$ cat config.mk
export PLATFORM = sky130hd
export DESIGN_NAME = score_accum_serial_flat
export DESIGN_NICKNAME = d
export VERILOG_FILES = /design/src/rtl/score_accum_serial_if.sv /design/src/rtl/score_accum_serial.sv /design/src/flat_wrapper.sv
export SDC_FILE = /design/constraint.sdc
export NUM_CORES = 1
export LEC_CHECK = 0
export ABC_AREA = 1
export CAP_MARGIN = 25
export CORE_ASPECT_RATIO = 0.75
export CORE_UTILIZATION = 25
export CTS_CLUSTER_SIZE = 25
export DETAILED_ROUTE_END_ITERATION = 8
export SLEW_MARGIN = 15
export SYNTH_ARGS = -nofsm -noshare
export SYNTH_HDL_FRONTEND = slang
export SYNTH_SLANG_ARGS = --single-unit
$ cat constraint.sdc
create_clock -name clk -period 4.5 [get_ports clk]
set_input_delay 0.9 -clock clk [delete_from_list [all_inputs] [get_ports clk]]
set_output_delay 0.9 -clock clk [all_outputs]
set_load 0.005 [all_outputs]
$ cat src/rtl/score_accum_serial_if.sv
// Event handshake and adder-stage signals for the nibble-serial score accumulator.
// The accumulator is the slave; the event source and the external adder form the master side.
interface score_accum_serial_if #(
    parameter int NIBBLES = 4
);
    logic                   score_clr;
    logic                   evt_valid;
    logic                   evt_ready;
    logic                   evt_sub;
    logic [3:0]             evt_pts;
    logic [3:0]             add_a;
    logic [3:0]             add_b;
    logic                   add_cin;
    logic [3:0]             add_s;
    logic                   add_cout;
    logic [4*NIBBLES-1:0]   score;
    logic                   done;
    logic                   sat;

    modport slave (
        input  score_clr, evt_valid, evt_sub, evt_pts, add_s, add_cout,
        output evt_ready, add_a, add_b, add_cin, score, done, sat
    );

    modport master (
        output score_clr, evt_valid, evt_sub, evt_pts, add_s, add_cout,
        input  evt_ready, add_a, add_b, add_cin, score, done, sat
    );
endinterface

$ cat src/rtl/score_accum_serial.sv
// Nibble-serial saturating score accumulator: one nibble per cycle through an external
// 4-bit adder, committing the clamped result on the last nibble.
module score_accum_serial #(
    parameter int NIBBLES = 4
) (
    input  logic                  clk,
    input  logic                  rst_n,
    score_accum_serial_if.slave   bus
);
    localparam int W  = 4 * NIBBLES;
    localparam int KW = (NIBBLES > 1) ? $clog2(NIBBLES) : 1;
    localparam logic [KW-1:0] K_LAST = KW'(NIBBLES - 1);

    typedef enum logic {IDLE = 1'b0, RUN = 1'b1} state_t;

    state_t         r_state;
    logic [KW-1:0]  r_k;
    logic           r_sub;
    logic           r_carry;
    logic           r_done;
    logic           r_sat;
    logic [W-1:0]   r_op;
    logic [W-1:0]   r_res;
    logic [W-1:0]   r_score;

    logic [W-1:0]   w_res;
    logic           w_last;

    assign w_last        = (r_k == K_LAST);
    assign bus.evt_ready = (r_state == IDLE);
    assign bus.score     = r_score;
    assign bus.done      = r_done;
    assign bus.sat       = r_sat;

    // Partial result with the nibble being computed this cycle already merged in.
    always_comb begin
        w_res = r_res;
        w_res[4*r_k +: 4] = bus.add_s;
    end

    always_comb begin
        bus.add_a   = 4'h0;
        bus.add_b   = 4'h0;
        bus.add_cin = 1'b0;
        if (r_state == RUN) begin
            bus.add_a   = r_score[4*r_k +: 4];
            bus.add_b   = r_op[4*r_k +: 4] ^ {4{r_sub}};
            bus.add_cin = (r_k == '0) ? r_sub : r_carry;
        end
    end

    always_ff @(posedge clk) begin
        if (!rst_n) begin
            r_state <= IDLE;
            r_k     <= '0;
            r_sub   <= 1'b0;
            r_carry <= 1'b0;
            r_done  <= 1'b0;
            r_sat   <= 1'b0;
            r_op    <= '0;
            r_res   <= '0;
            r_score <= '0;
        end else if (bus.score_clr) begin
            r_state <= IDLE;
            r_k     <= '0;
            r_carry <= 1'b0;
            r_done  <= 1'b0;
            r_sat   <= 1'b0;
            r_score <= '0;
        end else begin
            r_done <= 1'b0;
            r_sat  <= 1'b0;
            case (r_state)
                IDLE: begin
                    if (bus.evt_valid) begin
                        r_sub   <= bus.evt_sub;
                        r_op    <= W'(bus.evt_pts);
                        r_k     <= '0;
                        r_carry <= 1'b0;
                        r_state <= RUN;
                    end
                end
                RUN: begin
                    r_res   <= w_res;
                    r_carry <= bus.add_cout;
                    r_k     <= r_k + 1'b1;
                    if (w_last) begin
                        r_state <= IDLE;
                        r_k     <= '0;
                        r_done  <= 1'b1;
                        // Carry out of an add overflows; missing carry out of a subtract is a borrow.
                        if (!r_sub && bus.add_cout) begin
                            r_score <= '1;
                            r_sat   <= 1'b1;
                        end else if (r_sub && !bus.add_cout) begin
                            r_score <= '0;
                            r_sat   <= 1'b1;
                        end else begin
                            r_score <= w_res;
                        end
                    end
                end
                default: r_state <= IDLE;
            endcase
        end
    end
endmodule

$ cat src/flat_wrapper.sv
// flat-port wrapper written by rule: the top's interface ports become plain ports
module score_accum_serial_flat 
#(
    parameter int NIBBLES = 4
)
  (clk, rst_n, bus_score_clr, bus_evt_valid, bus_evt_sub, bus_evt_pts, bus_add_s, bus_add_cout, bus_evt_ready, bus_add_a, bus_add_b, bus_add_cin, bus_score, bus_done, bus_sat);
  score_accum_serial_if #(.NIBBLES(NIBBLES)) bus_i ();
  input  logic clk;
  input  logic rst_n;
  input wire logic [$bits(bus_i.score_clr)-1:0] bus_score_clr;
  input wire logic [$bits(bus_i.evt_valid)-1:0] bus_evt_valid;
  input wire logic [$bits(bus_i.evt_sub)-1:0] bus_evt_sub;
  input wire logic [$bits(bus_i.evt_pts)-1:0] bus_evt_pts;
  input wire logic [$bits(bus_i.add_s)-1:0] bus_add_s;
  input wire logic [$bits(bus_i.add_cout)-1:0] bus_add_cout;
  output wire logic [$bits(bus_i.evt_ready)-1:0] bus_evt_ready;
  output wire logic [$bits(bus_i.add_a)-1:0] bus_add_a;
  output wire logic [$bits(bus_i.add_b)-1:0] bus_add_b;
  output wire logic [$bits(bus_i.add_cin)-1:0] bus_add_cin;
  output wire logic [$bits(bus_i.score)-1:0] bus_score;
  output wire logic [$bits(bus_i.done)-1:0] bus_done;
  output wire logic [$bits(bus_i.sat)-1:0] bus_sat;
  assign bus_i.score_clr = bus_score_clr;
  assign bus_i.evt_valid = bus_evt_valid;
  assign bus_i.evt_sub = bus_evt_sub;
  assign bus_i.evt_pts = bus_evt_pts;
  assign bus_i.add_s = bus_add_s;
  assign bus_i.add_cout = bus_add_cout;
  assign bus_evt_ready = bus_i.evt_ready;
  assign bus_add_a = bus_i.add_a;
  assign bus_add_b = bus_i.add_b;
  assign bus_add_cin = bus_i.add_cin;
  assign bus_score = bus_i.score;
  assign bus_done = bus_i.done;
  assign bus_sat = bus_i.sat;
  score_accum_serial #(.NIBBLES(NIBBLES)) u_core (.clk(clk), .rst_n(rst_n), .bus(bus_i));
endmodule
==> impl_metrics.csv, run 1 <==
group,metric,value,unit
outcome,status,"finished clean",
layout,fin_area,0.003002,mm²
floorplan,rows,30,
clock_network,cts_resized,0,
synth,synth_cell_types,25,
global_route,grt_pass1_wl,9632,µm
power,powerDensity,274.3,mW/mm²
setup_path,critPathSlowestCell,"dfxtp_1",
synth,synth_edf_count,0,
synth,syn_nets,358,
floorplan,die-area,0.009999,mm²
global_route,grt_pass1_vias,2067,
synth,async_reset_ff_frac,0,
setup_path,worst-setup-path-type,"flop to primary output",
layout,n_antenna_cell,0,
layout,mostFrequentLayoutCell,"nand2_1",
floorplan,core,0.009196,mm²
synth,synth-seq-area-share,0.3587,
setup_path,worstPathCellList,"inv_2 -> ha_1 -> a21oi_1 -> clkdlybuf4s50_1",
synth,netlist_instances,336,
power,p_int,628.2,µW
synth,synthFlopType,"dfxtp_1",
synth,synth-seq-cells,43,
global_route,gr-usage-met2,0.1955,
setup_path,reg2reg_depth,7,
timing,fin_crit_sh,0.7071,
route,drc_errors,0,
floorplan,dieHeight,86.85,µm
route,antenna_left,0,
timing,timing_max_transition_violations_final,0,
layout,drive_above_1_share,0.1501,
timing,fin_setup_tns,0,ns
synth,synth_top_cells_by_area,"dfxtp_1 (36%), nand2_1 (11%), a21oi_2 (7.7%), inv_1 (7.0%), a21oi_1 (5.0%)",
floorplan,die_x,115.1,µm
clock_network,root_buffer,"clkbuf_16",
global_route,use_met1,0.1677,
route,num_vias,2171,
min_path,hold_path_end,"u_core.r_carry$_SDFFE_PP0P_",
synth,yosys_warnings,0,
global_route,grt_max_degree,33,
global_route,grt.overflow.total,0,
floorplan,start_util,0.2610,
power,switchingPower,195.3,µW
clock_network,cts_tree,"done",
global_route,grt-busiest-layer,"met2",
place,dp_hpwl,4491,µm
timing,fin_skew,0.005304,ns
power,p_leak,0.001263,µW
timing,fin_crit,3.182,ns
timing,finalSetupViolCount,0,
synth,synth_largest_area_cell,"dfxtp_1",
flow_run,maxCapViolations,0,
min_path,hp-start,"u_core.r_carry$_SDFFE_PP0P_",
min_path,worstHoldPathCells,2,
global_route,antenna_found_initial,0,
layout,final_cell_mix,"nand2_1 (71), inv_1 (45), dfxtp_1 (43)",
route,drt_iter0_drc,124,
clock_network,clkLatencyLatePin,0.28,ns
global_route,grt.met3_usage,0.03201,
global_route,groute.usage.overall,0.1224,
route,wirelength,5768,µm
floorplan,ioPinCount,42,
synth,syn_area_per_cell,7.142,µm²
layout,fin_nets,394,
power,clkPwrFrac,0.415,
clock_network,cts.clk_slew.worst_paths,0.06,ns
clock_network,clockBufferDepth,2,
power,switching_share,0.2372,
place,io_buffers,41,
timing,rsz0062_at_grt,"false",
clock_network,cts-htree-levels,2,
setup_path,cp.required,3.60,ns
power,combPwrFrac,0.102,
timing,slew-limit-headroom,0.6157,
clock_network,cts.sinks,43,
place,placed_cells,493,
setup_path,rrSetupSlack,2.33,ns
setup_path,crit_path_end_kind,"primary output",
clock_network,cts_post_setup_buffers_inserted,0,
timing,hold_violations,0,
layout,stdcell_count,501,
setup_path,cp.arrival,2.28,ns
power,irDropWorstVdd,0.1202,mV
layout,fin_util,0.3264,
route,via_per_inst,4.333,
setup_path,regToRegStartpoint,"u_core.r_k[0]$_SDFFE_PP0P_",
setup_path,critPathMaxFanout,16,
timing,worstMarginPinSlew,0.5757,ns
setup_path,r2r-end,"u_core.bus.score[2]$_SDFFE_PP0P_",
min_path,holdCritPathClass,"flop to flop",
synth,synth_area,0.002400,mm²
clock_network,hold_buffers,0,
route,wl_per_cell,11.51,µm
setup_path,startpoint_type,"flop",
timing,max_freq,314.3,MHz
clock_network,numCtsBuffers,5,
place,postPlaceCellArea,0.002864,mm²
synth,yosysTopAreaCellShare,0.3587,
power,p_seq_frac,0.483,
route,dr.pass1.iters,4,
layout,area_growth,25.08,%
place,globalplace.congestion,0.9091,
setup_path,critPathMaxStageDelay,0.68,ns
cell usage after synthesis, types with 3 or more instances:
library cell / count
nand2_1: 71
inv_1: 45
dfxtp_1: 43
nor2_1: 31
a21oi_1: 24
a21oi_2: 21
o21ai_0: 21
o21ai_1: 21
inv_2: 9
o21ai_2: 9
ha_1: 8
buf_6: 4
nand3_1: 4
nand4_1: 4
buf_2: 3
buf_4: 3
nand2_2: 3
critical path: cells and delay by family (launching register included):
kind / cells / cell delay (ns)
AOI/OAI and AO/OA: 1 / 0.19
adders and majority gates: 1 / 0.36
buffers and inverters: 2 / 0.77
DFF: 1 / 0.68
metal layers:
metal  up-vias  share of wire
met5         -              0
met4         0        0.00035
met3         2          0.046
met2        49           0.44
met1       978           0.51
li1       1142              -
through the flow:
step	setup slack, ns	total power (µW)	hold slack (ns)
after detailed placement	1.619	489.9	0.4712
after global placement	1.678	488.3	0.4615
after CTS	1.297	832.0	0.4858
after global routing	1.131	860.8	0.4973
after floorplan	2.455	463.4	0.4347
final	1.318	823.5	0.4789
cell families after synthesis:
family                     share of synthesized area
DFF                                           0.3587
AOI/OAI and AO/OA                             0.2471
buffers and inverters                         0.1314
adders and majority gates                    0.04171
and+or+nand+nor                               0.2211
worst max-delay path by stage:
stage                     slack [ns]           to  cells past startpoint                       start
after floorplan                 2.45  bus_add_cin                      5  u_core.r_k[0]$_SDFFE_PP0P_
after global placement          1.68  bus_add_cin                      4  u_core.r_k[0]$_SDFFE_PP0P_
after detailed placement        1.62  bus_add_cin                      4  u_core.r_k[0]$_SDFFE_PP0P_
after CTS                       1.30  bus_add_cin                      4  u_core.r_k[0]$_SDFFE_PP0P_
after global routing            1.13  bus_add_cin                      4  u_core.r_k[0]$_SDFFE_PP0P_
final                           1.32  bus_add_cin                      4  u_core.r_k[0]$_SDFFE_PP0P_
cell type report:
cell class / count / area [µm²]
Sequential cell: 43 / 860.8
Clock inverter: 1 / 5.005
Tap cell: 128 / 160.2
Multi-Input combinational cell: 226 / 1224
Inverter: 55 / 209.0
Timing Repair Buffer: 41 / 410.4
Fill cell: 981 / 6195
Clock buffer: 7 / 132.6
power by group through the flow:
stage / registers (µW) / logic [µW] / clock network, µW
after global placement: 406 / 82.6 / 0
final: 398 / 84.4 / 341
after detailed placement: 406 / 83.8 / 0
after CTS: 398 / 84.2 / 350
after floorplan: 403 / 60.6 / 0
after global routing: 399 / 95.7 / 366
flip-flops by register name, indices dropped and copies added (netlist names):
register,cells
u_core.bus.sat,1
u_core.r_res,16
u_core.bus.done,1
u_core.bus.score,16
u_core.r_state,1
u_core.r_op,4
u_core.r_k,2
u_core.r_carry,1
u_core.r_sub,1
Note: power is estimated with default switching activity, not from simulation.
==> run 2, diff against run 1 <==
==> constraint.sdc (replaced) <==
create_clock -name clk -period 3.15 [get_ports clk]
set_input_delay 0.63 -clock clk [delete_from_list [all_inputs] [get_ports clk]]
set_output_delay 0.63 -clock clk [all_outputs]
set_load 0.005 [all_outputs]
==> run 2 against run 1 <==
- cell count increased by 0.20%
- non-clock buffer count is 1 higher
- wire length is 1.0% higher
- clock power up 58%
==> impl_metrics.csv, run 2 (same netlist as run 1, synthesis figures left out) <==
group,metric,value,unit
outcome,status,"finished clean",
layout,n_antenna_cell,0,
power,p_leak,0.001277,µW
clock_network,cts-htree-levels,2,
route,via_per_inst,4.281,
clock_network,numCtsBuffers,5,
timing,holdWs,0.4708,ns
setup_path,worst-setup-path-type,"flop to primary output",
layout,mostFrequentLayoutCell,"nand2_1",
min_path,hp-start,"u_core.r_carry$_SDFFE_PP0P_",
min_path,holdCritPathClass,"flop to flop",
timing,fin_setup_tns,0,ns
layout,fin_util,0.3297,
power,powerDensity,405.5,mW/mm²
clock_network,cts.sinks,43,
setup_path,worstPathCellList,"inv_2 -> ha_1 -> o21ai_0 -> a21oi_1 -> clkdlybuf4s50_1",
layout,fin_nets,395,
place,globalplace.congestion,0.9302,
floorplan,start_util,0.2610,
route,wirelength,5828,µm
clock_network,hold_buffers,0,
floorplan,dieHeight,86.85,µm
route,wl_per_cell,11.61,µm
setup_path,critPathSlowestCell,"clkdlybuf4s50_1",
power,switching_share,0.2339,
timing,rsz0062_at_grt,"false",
global_route,grt_pass1_vias,2014,
timing,fin_crit,2.649,ns
power,p_int,941.8,µW
route,antenna_left,0,
floorplan,core,0.009196,mm²
global_route,antenna_found_initial,0,
setup_path,regToRegStartpoint,"u_core.r_k[1]$_SDFFE_PP0P_",
setup_path,cp.arrival,2.02,ns
setup_path,r2r-end,"u_core.bus.score[4]$_SDFFE_PP0P_",
setup_path,startpoint_type,"flop",
flow_run,maxCapViolations,0,
clock_network,cts_resized,0,
layout,final_cell_mix,"nand2_1 (71), inv_1 (45), dfxtp_1 (43)",
place,dp_hpwl,4450,µm
power,clkPwrFrac,0.440,
power,switchingPower,287.5,µW
clock_network,cts_tree,"done",
timing,fin_skew,0.006180,ns
global_route,groute.usage.overall,0.1229,
clock_network,cts_post_setup_buffers_inserted,0,
global_route,grt_pass1_wl,9632,µm
layout,area_growth,26.33,%
power,irDropWorstVdd,0.2204,mV
timing,timing_max_transition_violations_final,0,
timing,slew-limit-headroom,0.6438,
timing,max_freq,377.6,MHz
setup_path,crit_path_end_kind,"primary output",
min_path,worstHoldPathCells,2,
setup_path,rrSetupSlack,1.31,ns
floorplan,ioPinCount,42,
route,drc_errors,0,
timing,worstMarginPinSlew,0.5336,ns
setup_path,path_delay_family,"buffers and inverters",
global_route,grt_max_degree,33,
route,dr.pass1.iters,4,
clock_network,root_buffer,"clkbuf_16",
floorplan,die_x,115.1,µm
floorplan,rows,30,
route,drt_iter0_drc,152,
min_path,hold_path_end,"u_core.r_carry$_SDFFE_PP0P_",
setup_path,cp_num_buf_inv,2,
route,num_vias,2149,
timing,finalSetupViolCount,0,
clock_network,clkLatencyLatePin,0.28,ns
clock_network,clockBufferDepth,2,
setup_path,reg2reg_depth,9,
layout,drive_above_1_share,0.1578,
place,io_buffers,41,
setup_path,critPathMaxFanout,10,
power,combPwrFrac,0.099,
timing,fin_crit_sh,0.8408,
floorplan,die-area,0.009999,mm²
setup_path,critPathMaxStageDelay,0.52,ns
global_route,grt.overflow.total,0,
setup_path,cp.required,2.52,ns
timing,hold_violations,0,
power,p_seq_frac,0.461,
clock_network,cts.clk_slew.worst_paths,0.06,ns
-- run 2: changes by cell type in the layout (fill, tap and decap cells not counted), sizes merged --
cell	before	now
clkinv	1	0
buf	0	1
clkinvlp	0	1
-- run 2: worst reg2reg max path: stages, from the launching register on --
cell and delay (ns):
dfxtp_1 0.55, inv_2 0.15, ha_1 0.31, inv_2 0.11, nand2_1 0.07, nor2_1 0.15
nand2_1 0.07, nand2_1 0.13, nand2_1 0.09, a21oi_1 0.13
-- run 2: layer usage --
metal  global-route usage  up-vias  share of wire
met5                    0        -              0
met4              0.01063        0              0
met3              0.03271        0          0.056
met2               0.1988       56           0.44
met1               0.1697      954           0.51
li1                     -     1139              -
-- run 2: through the flow --
step	std cells	instance area (µm²)	worst slack, ns	total power (µW)
global route	502	3032	0.3622	1282
finish	502	3032	0.5014	1229
detailed placement	494	2872	0.8211	700.4
global placement	494	2872	0.8536	698.5
CTS	502	3032	0.4983	1246
floorplan	336	2400	1.375	662.0
-- run 2: power groups by stage --
stage	Clock, µW	Sequential (µW)	Combinational, µW
6_report	540	567	122
5_1_grt	578	568	137
4_1_cts	557	566	122
3_5_place_dp	0	579	122
3_3_place_gp	0	578	120
2_1_floorplan	0	575	86.6
-- run 2: how the worst max path moves through the flow --
stage	from	endpoint	cells past startpoint
finish	u_core.r_k[1]$_SDFFE_PP0P_	bus_add_cin	5
global route	u_core.r_k[1]$_SDFFE_PP0P_	bus_add_cin	5
CTS	u_core.r_k[1]$_SDFFE_PP0P_	bus_add_cin	5
detailed placement	u_core.r_k[1]$_SDFFE_PP0P_	bus_add_cin	5
global placement	u_core.r_k[1]$_SDFFE_PP0P_	bus_add_cin	5
floorplan	u_core.r_k[0]$_SDFFE_PP0P_	bus_add_cin	5
-- run 2: layout make-up --
| class | count | area (µm²) |
|---|---|---|
| Clock inverter | 1 | 7.507 |
| Fill cell | 1007 | 6165 |
| Timing Repair Buffer | 42 | 417.9 |
| Multi-Input combinational cell | 226 | 1224 |
| Sequential cell | 43 | 860.8 |
| Tap cell | 128 | 160.2 |
| Clock buffer | 7 | 152.6 |
| Inverter | 55 | 209.0 |
==> run 3, diff against run 2 <==
==> constraint.sdc (replaced) <==
create_clock -name clk -period 2.3 [get_ports clk]
set_input_delay 0.46 -clock clk [delete_from_list [all_inputs] [get_ports clk]]
set_output_delay 0.46 -clock clk [all_outputs]
set_load 0.005 [all_outputs]
==> run 3 against run 2 <==
- via count grew 3.0%
- sequential share of layout area fell by 0.69 points
- design area grew 3.2%
- clock power is 55% higher
- cell count is 1.2% higher
- wire length rose by 2.1%
- register-to-register slack lost 0.82 ns
- critical endpoint is now bus_add_b[0]
- highest routed layer is now met4
==> impl_metrics.csv, run 3 (same netlist as run 1, synthesis figures left out) <==
group,metric,value,unit
outcome,status,"finished clean",
global_route,groute.usage.overall,0.1282,
floorplan,ioPinCount,42,
route,antenna_left,0,
timing,fin_crit_sh,0.9445,
layout,fin_nets,401,
layout,area_growth,30.40,%
floorplan,start_util,0.2610,
route,wl_per_cell,11.71,µm
place,postPlaceCellArea,0.002907,mm²
timing,timing_max_transition_violations_final,0,
route,wirelength,5951,µm
timing,fin_skew,0.003263,ns
clock_network,cts-htree-levels,2,
timing,worst_slack,0.1277,ns
clock_network,hold_buffers,0,
layout,fin_util,0.3403,
clock_network,clockBufferDepth,2,
place,dp_slack,0.2406,ns
route,drt_iter0_drc,193,
power,p_leak,0.001346,µW
floorplan,rows,30,
timing,finalSetupViolCount,0,
clock_network,numCtsBuffers,5,
timing,rsz0062_at_grt,"true",
timing,worstMarginPinSlew,0.5291,ns
clock_network,clkLatencyLatePin,0.29,ns
layout,n_antenna_cell,0,
route,via_per_inst,4.356,
layout,fillers,956,
min_path,holdCritPathClass,"flop to flop",
power,irDropWorstVdd,0.2983,mV
setup_path,startpoint_type,"flop",
place,placed_cells,497,
timing,fin_crit,2.172,ns
floorplan,core,0.009196,mm²
power,powerDensity,569.2,mW/mm²
global_route,grt_pass1_vias,1993,
place,dp_hpwl,4455,µm
clock_network,root_buffer,"clkbuf_16",
timing,max_freq,460.3,MHz
clock_network,cts.sinks,43,
setup_path,cp.arrival,1.71,ns
layout,fin_area,0.003129,mm²
layout,drive_above_1_share,0.1789,
setup_path,worst-setup-path-type,"flop to primary output",
place,globalplace.congestion,0.8120,
global_route,antenna_found_initial,0,
floorplan,die_x,115.1,µm
timing,slew-limit-headroom,0.6464,
setup_path,crit_path_end_kind,"primary output",
global_route,grt.overflow.total,0,
layout,final_cell_mix,"nand2_1 (71), inv_1 (45), clkdlybuf4s50_1 (40), dfxtp_1 (40), nor2_1 (31)",
clock_network,cts.clk_slew.worst_paths,0.06,ns
layout,stdcell_count,508,
flow_run,maxCapViolations,0,
route,dr.pass1.iters,5,
place,io_buffers,41,
global_route,grt_pass1_wl,9846,µm
timing,hold_violations,0,
clock_network,cts_tree,"done",
layout,mostFrequentLayoutCell,"nand2_1",
floorplan,dieHeight,86.85,µm
global_route,grt_max_degree,33,
route,drc_errors,0,
floorplan,die-area,0.009999,mm²
route,num_vias,2213,
setup_path,cp.required,1.84,ns
setup_path,critPathMaxFanout,6,
run 3: cell count changes in the layout (fill, tap and decap cells not counted), moves of 2 or more:
cell     change
buf_4        +4
dfxtp_1      -3
buf_12       +2
dfxtp_2      +2
run 3: power breakdown:
group,switching [µW],internal (µW)
Combinational,101,67.3
Sequential,13.5,763
Clock,296,540
Total,411,1370
run 3: path summary, 6_finish.rpt:
check	slack, ns	to	cells past startpoint	from
max	0.13	bus_add_b[0]	6	u_core.r_k[1]$_SDFFE_PP0P_
min	0.46	u_core.r_carry$_SDFFE_PP0P_	2	u_core.r_carry$_SDFFE_PP0P_
max reg2reg	0.49	u_core.bus.score[0]$_SDFFE_PP0P_	8	u_core.r_k[0]$_SDFFE_PP0P_
min reg2reg	0.46	u_core.r_carry$_SDFFE_PP0P_	2	u_core.r_carry$_SDFFE_PP0P_
run 3: area by class of cell:
| class | instances | area [µm²] | share of cell area |
|---|---|---|---|
| clock buffer | 6 | 138.9 | 0.04438 |
| clock inverter | 2 | 35.03 | 0.01120 |
| inverter | 55 | 209.0 | 0.06677 |
| multi-input combinational | 226 | 1229 | 0.3926 |
| sequential | 43 | 867.1 | 0.2771 |
| tap | 128 | 160.2 | 0.05118 |
| timing repair buffer | 48 | 490.5 | 0.1567 |
run 3: timing repair:
action / in CTS / in global routing
endpoints found under the setup margin: 9 / 9
resized for setup: 1 / 5
pin swaps: 0 / 0
setup buffers: 0 / 3
run 3: stage by stage:
step	total power (µW)	hold slack [ns]	setup TNS, ns
floorplan	906.7	0.4347	0
global placement	958.3	0.4521	0
detailed placement	961.2	0.4549	0
CTS	1795	0.4678	0
global route	1861	0.4859	-0.007500
finish	1781	0.4620	0
run 3: critical path: stages, from the launching register on:
cell             delay [ns]
dfxtp_2                0.38
buf_4                  0.18
nor2_4                 0.06
nand2_1                0.07
o21ai_0                0.07
a21oi_1                0.14
clkdlybuf4s50_1        0.52
run 3: per-layer routing:
metal | wire length [µm] | track usage | up-vias
met5 | 0 | 0 | -
met4 | 83 | 0.03896 | 0
met3 | 378 | 0.04315 | 8
met2 | 2522 | 0.1889 | 59
met1 | 2965 | 0.1759 | 990
li1 | - | - | 1156
